===== src/rtl/rpn_pkg.sv =====
// Shared constants and encodings for the RPN evaluator: ASCII codes, FSM states, operators.
package rpn_pkg;

    localparam logic [7:0] CH_0     = 8'h30;
    localparam logic [7:0] CH_9     = 8'h39;
    localparam logic [7:0] CH_SP    = 8'h20;
    localparam logic [7:0] CH_PLUS  = 8'h2B;
    localparam logic [7:0] CH_MINUS = 8'h2D;
    localparam logic [7:0] CH_STAR  = 8'h2A;
    localparam logic [7:0] CH_CR    = 8'h0D;
    localparam logic [7:0] CH_LF    = 8'h0A;

    typedef enum logic [1:0] {
        IDLE = 2'd0,
        PUSH = 2'd1,
        EXEC = 2'd2,
        EMIT = 2'd3
    } state_t;

    typedef enum logic [1:0] {
        OP_ADD = 2'd0,
        OP_SUB = 2'd1,
        OP_MUL = 2'd2
    } op_t;

    function automatic logic is_digit(input logic [7:0] ch);
        return (ch >= CH_0) && (ch <= CH_9);
    endfunction

    function automatic logic is_op(input logic [7:0] ch);
        return (ch == CH_PLUS) || (ch == CH_MINUS) || (ch == CH_STAR);
    endfunction

    function automatic op_t op_of(input logic [7:0] ch);
        op_t op;
        op = OP_ADD;
        if (ch == CH_MINUS)
            op = OP_SUB;
        else if (ch == CH_STAR)
            op = OP_MUL;
        return op;
    endfunction

endpackage


===== src/rtl/rpn_stack.sv =====
// Fixed-depth operand stack: push a value, or replace the top two entries with one.
module rpn_stack
    import rpn_pkg::*;
#(
    parameter int WIDTH = 16,
    parameter int DEPTH = 8
) (
    input  logic                       clk,
    input  logic                       rst_n,
    input  logic                       clear,
    input  logic                       push,
    input  logic [WIDTH-1:0]           push_data,
    input  logic                       replace2,
    input  logic [WIDTH-1:0]           replace_data,
    output logic [WIDTH-1:0]           top,
    output logic [WIDTH-1:0]           next,
    output logic [$clog2(DEPTH):0]     sp,
    output logic                       full,
    output logic                       empty
);

    localparam int AW  = $clog2(DEPTH);
    localparam int SPW = AW + 1;

    logic [WIDTH-1:0] mem_q [DEPTH];
    logic [SPW-1:0]   sp_q;
    logic [SPW-1:0]   sp_d;
    logic [AW-1:0]    wr_idx;
    logic [AW-1:0]    top_idx;
    logic [AW-1:0]    next_idx;
    logic             can_pop2;

    assign wr_idx   = AW'(sp_q);
    assign top_idx  = AW'(sp_q - SPW'(1));
    assign next_idx = AW'(sp_q - SPW'(2));
    assign can_pop2 = sp_q >= SPW'(2);

    assign full  = sp_q == SPW'(DEPTH);
    assign empty = sp_q == '0;
    assign sp    = sp_q;
    assign top   = mem_q[top_idx];
    assign next  = mem_q[next_idx];

    always_comb begin
        sp_d = sp_q;
        if (clear)
            sp_d = '0;
        else if (push && !full)
            sp_d = sp_q + SPW'(1);
        else if (replace2 && can_pop2)
            sp_d = sp_q - SPW'(1);
    end

    always_ff @(posedge clk or negedge rst_n) begin
        if (!rst_n)
            sp_q <= '0;
        else
            sp_q <= sp_d;
    end

    // Storage carries no reset; only entries below sp are ever read meaningfully.
    always_ff @(posedge clk) begin
        if (!clear && push && !full)
            mem_q[wr_idx] <= push_data;
        else if (!clear && replace2 && can_pop2)
            mem_q[next_idx] <= replace_data;
    end

endmodule


===== src/rtl/rpn_evaluator.sv =====
// RPN expression evaluator: parses ASCII digits/operators, evaluates on a stack, emits per line.
module rpn_evaluator
    import rpn_pkg::*;
#(
    parameter int WIDTH = 16,
    parameter int DEPTH = 8
) (
    input  logic             clk,
    input  logic             rst_n,
    input  logic [7:0]       rx_data,
    input  logic             rx_valid,
    output logic [WIDTH-1:0] result,
    output logic             result_valid,
    output logic             err
);

    localparam int SPW = $clog2(DEPTH) + 1;

    state_t           state_q, state_d;
    state_t           after_q, after_d;
    op_t              op_q, op_d;
    logic [WIDTH-1:0] acc_q, acc_d;
    logic             num_q, num_d;
    logic             err_flag_q, err_flag_d;
    logic [WIDTH-1:0] result_q, result_d;
    logic             rv_q, rv_d;
    logic             err_q, err_d;

    logic             st_clear;
    logic             st_push;
    logic             st_replace2;
    logic [WIDTH-1:0] st_top;
    logic [WIDTH-1:0] st_next;
    logic [SPW-1:0]   sp;
    logic             st_full;
    logic             st_empty;
    logic [WIDTH-1:0] alu_out;

    function automatic logic [WIDTH-1:0] alu(input op_t op, input logic [WIDTH-1:0] a,
                                             input logic [WIDTH-1:0] b);
        logic [WIDTH-1:0] r;
        case (op)
            OP_SUB:  r = a - b;
            OP_MUL:  r = a * b;
            default: r = a + b;
        endcase
        return r;
    endfunction

    assign alu_out = alu(op_q, st_next, st_top);

    rpn_stack #(
        .WIDTH(WIDTH),
        .DEPTH(DEPTH)
    ) u_stack (
        .clk          (clk),
        .rst_n        (rst_n),
        .clear        (st_clear),
        .push         (st_push),
        .push_data    (acc_q),
        .replace2     (st_replace2),
        .replace_data (alu_out),
        .top          (st_top),
        .next         (st_next),
        .sp           (sp),
        .full         (st_full),
        .empty        (st_empty)
    );

    always_comb begin
        state_d     = state_q;
        after_d     = after_q;
        op_d        = op_q;
        acc_d       = acc_q;
        num_d       = num_q;
        err_flag_d  = err_flag_q;
        result_d    = result_q;
        rv_d        = 1'b0;
        err_d       = 1'b0;
        st_clear    = 1'b0;
        st_push     = 1'b0;
        st_replace2 = 1'b0;

        case (state_q)
            IDLE: begin
                if (rx_valid) begin
                    if (is_digit(rx_data)) begin
                        acc_d = acc_q * WIDTH'(10) + WIDTH'(rx_data[3:0]);
                        num_d = 1'b1;
                    end else if (rx_data == CH_SP) begin
                        if (num_q) begin
                            state_d = PUSH;
                            after_d = IDLE;
                        end
                    end else if (is_op(rx_data)) begin
                        op_d = op_of(rx_data);
                        if (num_q) begin
                            state_d = PUSH;
                            after_d = EXEC;
                        end else begin
                            state_d = EXEC;
                        end
                    end else if (rx_data == CH_CR || rx_data == CH_LF) begin
                        if (num_q) begin
                            state_d = PUSH;
                            after_d = EMIT;
                        end else begin
                            state_d = EMIT;
                        end
                    end else begin
                        err_flag_d = 1'b1;
                    end
                end
            end
            PUSH: begin
                if (st_full)
                    err_flag_d = 1'b1;
                else
                    st_push = 1'b1;
                acc_d   = '0;
                num_d   = 1'b0;
                state_d = after_q;
                if (rx_valid)
                    err_flag_d = 1'b1;
            end
            EXEC: begin
                if (sp < SPW'(2))
                    err_flag_d = 1'b1;
                else
                    st_replace2 = 1'b1;
                state_d = IDLE;
                if (rx_valid)
                    err_flag_d = 1'b1;
            end
            EMIT: begin
                if (!err_flag_q && sp == SPW'(1)) begin
                    result_d = st_top;
                    rv_d     = 1'b1;
                end else begin
                    err_d = 1'b1;
                end
                st_clear = 1'b1;
                acc_d    = '0;
                num_d    = 1'b0;
                // An overrun during EMIT belongs to the next line, so it survives the clear.
                err_flag_d = rx_valid;
                state_d    = IDLE;
            end
            default: state_d = IDLE;
        endcase
    end

    always_ff @(posedge clk or negedge rst_n) begin
        if (!rst_n) begin
            state_q    <= IDLE;
            after_q    <= IDLE;
            op_q       <= OP_ADD;
            acc_q      <= '0;
            num_q      <= 1'b0;
            err_flag_q <= 1'b0;
            result_q   <= '0;
            rv_q       <= 1'b0;
            err_q      <= 1'b0;
        end else begin
            state_q    <= state_d;
            after_q    <= after_d;
            op_q       <= op_d;
            acc_q      <= acc_d;
            num_q      <= num_d;
            err_flag_q <= err_flag_d;
            result_q   <= result_d;
            rv_q       <= rv_d;
            err_q      <= err_d;
        end
    end

    assign result       = result_q;
    assign result_valid = rv_q;
    assign err          = err_q;

endmodule


===== config.mk =====
export PLATFORM = sky130hd
export DESIGN_NAME = rpn_evaluator
export DESIGN_NICKNAME = d
export VERILOG_FILES = /design/src/rtl/rpn_pkg.sv /design/src/rtl/rpn_stack.sv /design/src/rtl/rpn_evaluator.sv
export SDC_FILE = /design/constraint.sdc
export NUM_CORES = 1
export LEC_CHECK = 0
export ABC_AREA = 1
export CAP_MARGIN = 5
export CORE_ASPECT_RATIO = 0.75
export CORE_MARGIN = 2
export CORE_UTILIZATION = 25
export CTS_CLUSTER_DIAMETER = 80
export CTS_CLUSTER_SIZE = 14
export DETAILED_ROUTE_END_ITERATION = 8
export PLACE_DENSITY_LB_ADDON = 0.2
export SLEW_MARGIN = 5
export SYNTH_ARGS = -nofsm -noshare
export SYNTH_HDL_FRONTEND = slang
export SYNTH_SLANG_ARGS = --single-unit
export TNS_END_PERCENT = 100

===== constraint.sdc =====
create_clock -name clk -period 7.25 [get_ports clk]
set_input_delay 1.45 -clock clk [delete_from_list [all_inputs] [get_ports clk]]
set_output_delay 1.45 -clock clk [all_outputs]
set_load 0.005 [all_outputs]

# Yosys cells after proc, flatten, opt, wreduce, memory -nomap -nowiden
# Memories as Yosys holds them, arrays and structs flattened.
# Index checks and enable logic that the tools add are counted.
[word_totals] ramBits=128 word_cells=132 output_inout_bits=18 regBits=46 n_memories=1
[classes] n_eq_ne=26 n_addsub=6 magnitude_cmp=4 n_bitwise=2 mux=54 n_mul=2 reduce_logical=27
[mem_list] memory="u_stack.mem_q" depth=8 width=16 read_ports=2 rd_clocked_by_memory_dff=0 wr=1 line="rpn_stack.sv:25" text="logic [WIDTH-1:0] mem_q [DEPTH];"
[ops] cell="$pmux W16 S2" n=2
[ops] cell="$mux W16" n=3
[ops] cell="$eq A8 B6 Y1 const B" n=4
[ops] cell="$mux W2" n=16
[ops] cell="$mux W1" n=26
[ops] cell="$ne A2 B2 Y1 const B" n=9
[ops] cell="$add A16 B16 Y16" n=1
[ops] cell="$add A16 B4 Y16" n=1
[ops] cell="$eq A8 B4 Y1 const B" n=2
[ops] cell="$mul A16 B16 Y16" n=1
[ops] cell="$mul A16 B3 Y15 const B" n=1
[ops] cell="$reduce_or A16 Y1" n=1
[ops] cell="$sub A16 B16 Y16" n=1
[ops] cell="$reduce_and A7 Y1" n=2
[ops] cell="$mux W4" n=3
[ops] cell="$ge A8 B6 Y1 const B" n=1
[ops] cell="$le A8 B6 Y1 const B" n=1
[ops] cell="$logic_and A1 B1 Y1" n=8
[ops] cell="$eq A2 B2 Y1 const B" n=3
[ops] cell="$ne A3 B3 Y1 const B" n=2
[ops] cell="$pmux W2 S3" n=1
[ops] cell="$reduce_bool A3 Y1" n=2
[ops] cell="$reduce_and A5 Y1" n=1
[ops] cell="$add A4 B1 Y4 const B" n=1
[ops] cell="21 further kinds" n=28

# Longest topological paths before layout
[logic_depth] word_depth=10 mapped_depth=36

# Modules after synthesis
# A second synthesis with hierarchy kept.
[unflattened] cells_unflattened=2011 area_unflattened_um2=15392.3
[by_module_without_submodules] module="rpn_evaluator" instances=1 area_per_inst_um2=8470.6 cells_each=1260
[by_module_without_submodules] module="rpn_stack" instances=1 area_per_inst_um2=6921.6 cells_each=751

# Least setup slack after synthesis
# No wires, ideal clock.
[synth_timing] path_kind="register to register" start="register u_stack.sp_q[0] (netlist: u_stack.sp[0])" end="memory u_stack.mem_q[0][15], data pin" t_arrival_ns=6.804 synth_period_minus_slack_ns=7.028 n_path_buf=6 slack_ns=0.222 required_time_ns=7.026 path_stages_with_launch=33 cell_sequence="dfrtp_1 > buf_6 > inv_2 > buf_6 > buf_2 > ha_1 > xor2_2 > buf_6 > buf_8 > nand3_2 > o21ai_2 > clkbuf_1 > nor2_1 > fa_1 > inv_1 > fa_1 > inv_1 > fa_1 > fa_1 > fa_1 > inv_1 > fa_1 > inv_1 > ha_1 > inv_1 > nor3_1 > nand3_1 > o2111ai_1 > xor2_1 > inv_1 > nand3_1 > nand3_1 > a21oi_1"
[synth_between] elab_chain_cells=10 word_cells_on_any_way=24 cone_classes="4 x add/sub; 1 x mul; 2 x order compare; 1 x eq/ne; 9 x mux; 6 x reduce/logical; 1 x memory"
[synth_rtl] element="start: declaration" line="rpn_stack.sv:26" text="logic [SPW-1:0] sp_q;"
[synth_rtl] element="start signal: assignment" line="rpn_stack.sv:58" text="sp_q <= sp_d;"
[synth_rtl] element="branches (longest 9 deep; another with $mem_v2 Z8 W16)"
[synth_rtl] element="$mux W16 (no line) (*)"
[synth_rtl] element="end: declaration" line="rpn_stack.sv:25"
# Mark *: on every way between the ends.

# Final worst setup path
[layout_timing] start="register u_stack.sp_q[0] (netlist: u_stack.sp[0])" end="memory u_stack.mem_q[2][15], data pin"
# The elaborated chain is that of the path after synthesis.

==> metrics.txt <==
GR Overflow Total=0; initial antenna violation count=3; # port buffers=28; Worst EP required=7.57 ns; vias in the first global route=12700; Die ar.=~62000 sq um; clk slew on worst S/H paths=0.08 ns; first-pass GRT wire length=~79000 microns; most used cell, CP=inv_1; ratio of final minimum period to clock period=a little over nine tenths; clock tree from TritonCTS=yes; post-synth top area share=between 20% and 30%; CTS root buf=clkbuf_16; Final Net Count=approximately 2200; Main synth FF type=edfxtp_1; height of the die=roughly 220 microns; sequential share of the synthesized area=between 30 and 40%; final core utilization=a little under a third; Met3 Wirelength=roughly 3800 microns; vias=approximately 13000; GRT Total Usage=between 15 and 20%; outcome=finished clean; Final min period=between 6 and 7 ns; Post-Route Skew=between 0.015 and 0.02 ns; Core Footprint=between 50000 and 60000 sq um; htree depth=4; Critical path buffers and inverters=13; routability cong.=about 0.92; cts hold-fix bufs=0; Routed Antenna Nets=0; routed wire length=53000 microns; Syn-to-layout area delta=19.4%; Post-synth EDFFs=between 100 and 150; row cnt=a little under 80; post-synth top area cell=edfxtp_1; crit path kind=reg2reg; Register Area=approximately 5000 sq um; final setup vio count=0; dpl cells=roughly 2800; max_cap viols=0; drt wl/cell=between 15 and 20 microns; initial core utilization=25.3%; Initial DRC Count=roughly 1200; CP delay by family, top=adder cells; largest net degree at the start of global routing=a little under 70; Clock Path Buffers=2; largest cells by area after synthesis=edfxtp_1 26%, nand2_1 13%, fa_1 11%; Max Used Layer=met4; CP arrival=between 7 and 8 ns; Final Hold Vio Count=0; fillcell total=about 6300; startpoint type of the worst setup path=flop; worst skew pair latency=0.47 ns; Num CTS Buffers=17; worst hold path class=reg2reg; Synthesis Warnings=0; Syn Area/Cell=7.79 sq um; # IOs=29; DR pass1 iterations=5; most frequent cells in the layout=532 x nand2_1, 311 x inv_1, 139 x nor2_1, 128 x edfxtp_1, 113 x buf_4; Synth Instances=1918; ys async rst share=26.4%; largest stage delay on the critical path=~0.54 ns; Crit-path slowest cell=fa_1; die width=approximately 290 microns; post-detail-place hpwl=around 40000 microns; Mapped Area=about 15000 sq um; DR DRC count=0; Synth cell types=between 50 and 60; final worst slack=about 0.35 ns; crit-path max FO=9; Vias per Instance=4.62; Slew @ Worst Pin=between 1 and 1.5 ns; clock sink total=174; WL met2=around 21000 microns; Slew headroom=between 10% and 20%; multi-input combinational cell area=roughly 8600 sq um; layout cells sized above 1=roughly 12%; routed metal-1 wirelength=28000 microns; Setup crit end kind=flop; post-route insts no fill=approximately 2800; most common cell after layout, fill and taps aside=nand2_1; fmax=between 100 and 150 MHz; Yosys reg bits=roughly 170; Slew Limit Fails=0; Place WS=-0.178 ns; Post-Syn Nets=2110
repair_timing:
action | in CTS | in global routing
endpoints found under the setup margin | 16 | 48
setup buffers | 0 | 10
cloned | 0 | 4
gates resized for setup | 6 | 57
pin swaps | 0 | 18
per-layer routing:
| metal | GRT usage (%) | vias up |
|---|---|---|
| met5 | 0 | - |
| li1 | - | 6408 |
| met3 | 4.05 | 38 |
| met4 | 2.36 | 0 |
| met2 | 24.1 | 349 |
| met1 | 27.1 | 6308 |
cell families (layout without fill, tap and decap cells):
family,count (synthesis),count (layout),synth area share (%)
compound gates,304,304,11.9
xor+xnor,39,39,2.39
fa+ha+maj,181,181,19.3
buf+inv,398,526,10.7
flops,174,174,33.4
other cells,0,1,0
simple gates,822,822,22.3
synth_stat cells (all sizes together) (10+ instances only):
cell type / instances
nand2: 539
inv: 327
nor2: 150
edfxtp: 128
o21ai: 122
nand3: 105
ha: 98
a21oi: 94
fa: 83
buf: 48
dfrtp: 46
o211ai: 43
xor2: 31
clkbuf: 19
nor3: 10
tightest hold or removal path, stage by stage (launching register included):
cell and delay (ns):
dfrtp_1 0.34, nand2_1 0.05, o21ai_0 0.06
worst paths after layout:
| check | from | to | slack [ns] | cells past startpoint |
|---|---|---|---|---|
| max reg2reg | u_stack.sp[0] | u_stack.mem_q[2][15] | 0.35 | 32 |
| min in group asynchronous | rst_n | err | 1.12 | 2 |
| max in group asynchronous | rst_n | u_stack.sp[0] | 5.58 | 2 |
| min reg2reg | result[9] | result[9] | 0.49 | 2 |
| max | u_stack.sp[0] | u_stack.mem_q[2][15] | 0.35 | 32 |
| min | result[9] | result[9] | 0.49 | 2 |
layout make-up:
| type | count | area share [%] |
|---|---|---|
| inverter | 331 | 7.01 |
| antenna | 1 | 0.0140 |
| clock inverter | 14 | 0.512 |
| clock buffer | 18 | 2.41 |
| tap | 790 | 5.54 |
| multi-input combinational | 1346 | 48.2 |
| sequential | 174 | 28.0 |
| timing repair buffer | 163 | 8.34 |
state kept, by name (all words and copies together) (netlist names):
signal / count
u_stack.mem_q: 128
acc_q: 16
result: 16
u_stack.sp: 4
after_q: 2
op_q: 2
state_q: 2
err: 1
err_flag_q: 1
num_q: 1
result_valid: 1
metrics by stage:
step	hold WS, ns	TNS, ns	area, sq um
CTS	0.494	0	17400
finish	0.485	0	17800
floorplan	0.452	0	14900
detailed placement	0.476	-1.88	16800
global route	0.511	-0.128	17800
global placement	0.466	-1.48	16800
Power is not shown: default switching activity piles up to over one toggle a cycle in this logic, so the estimate is an artifact.
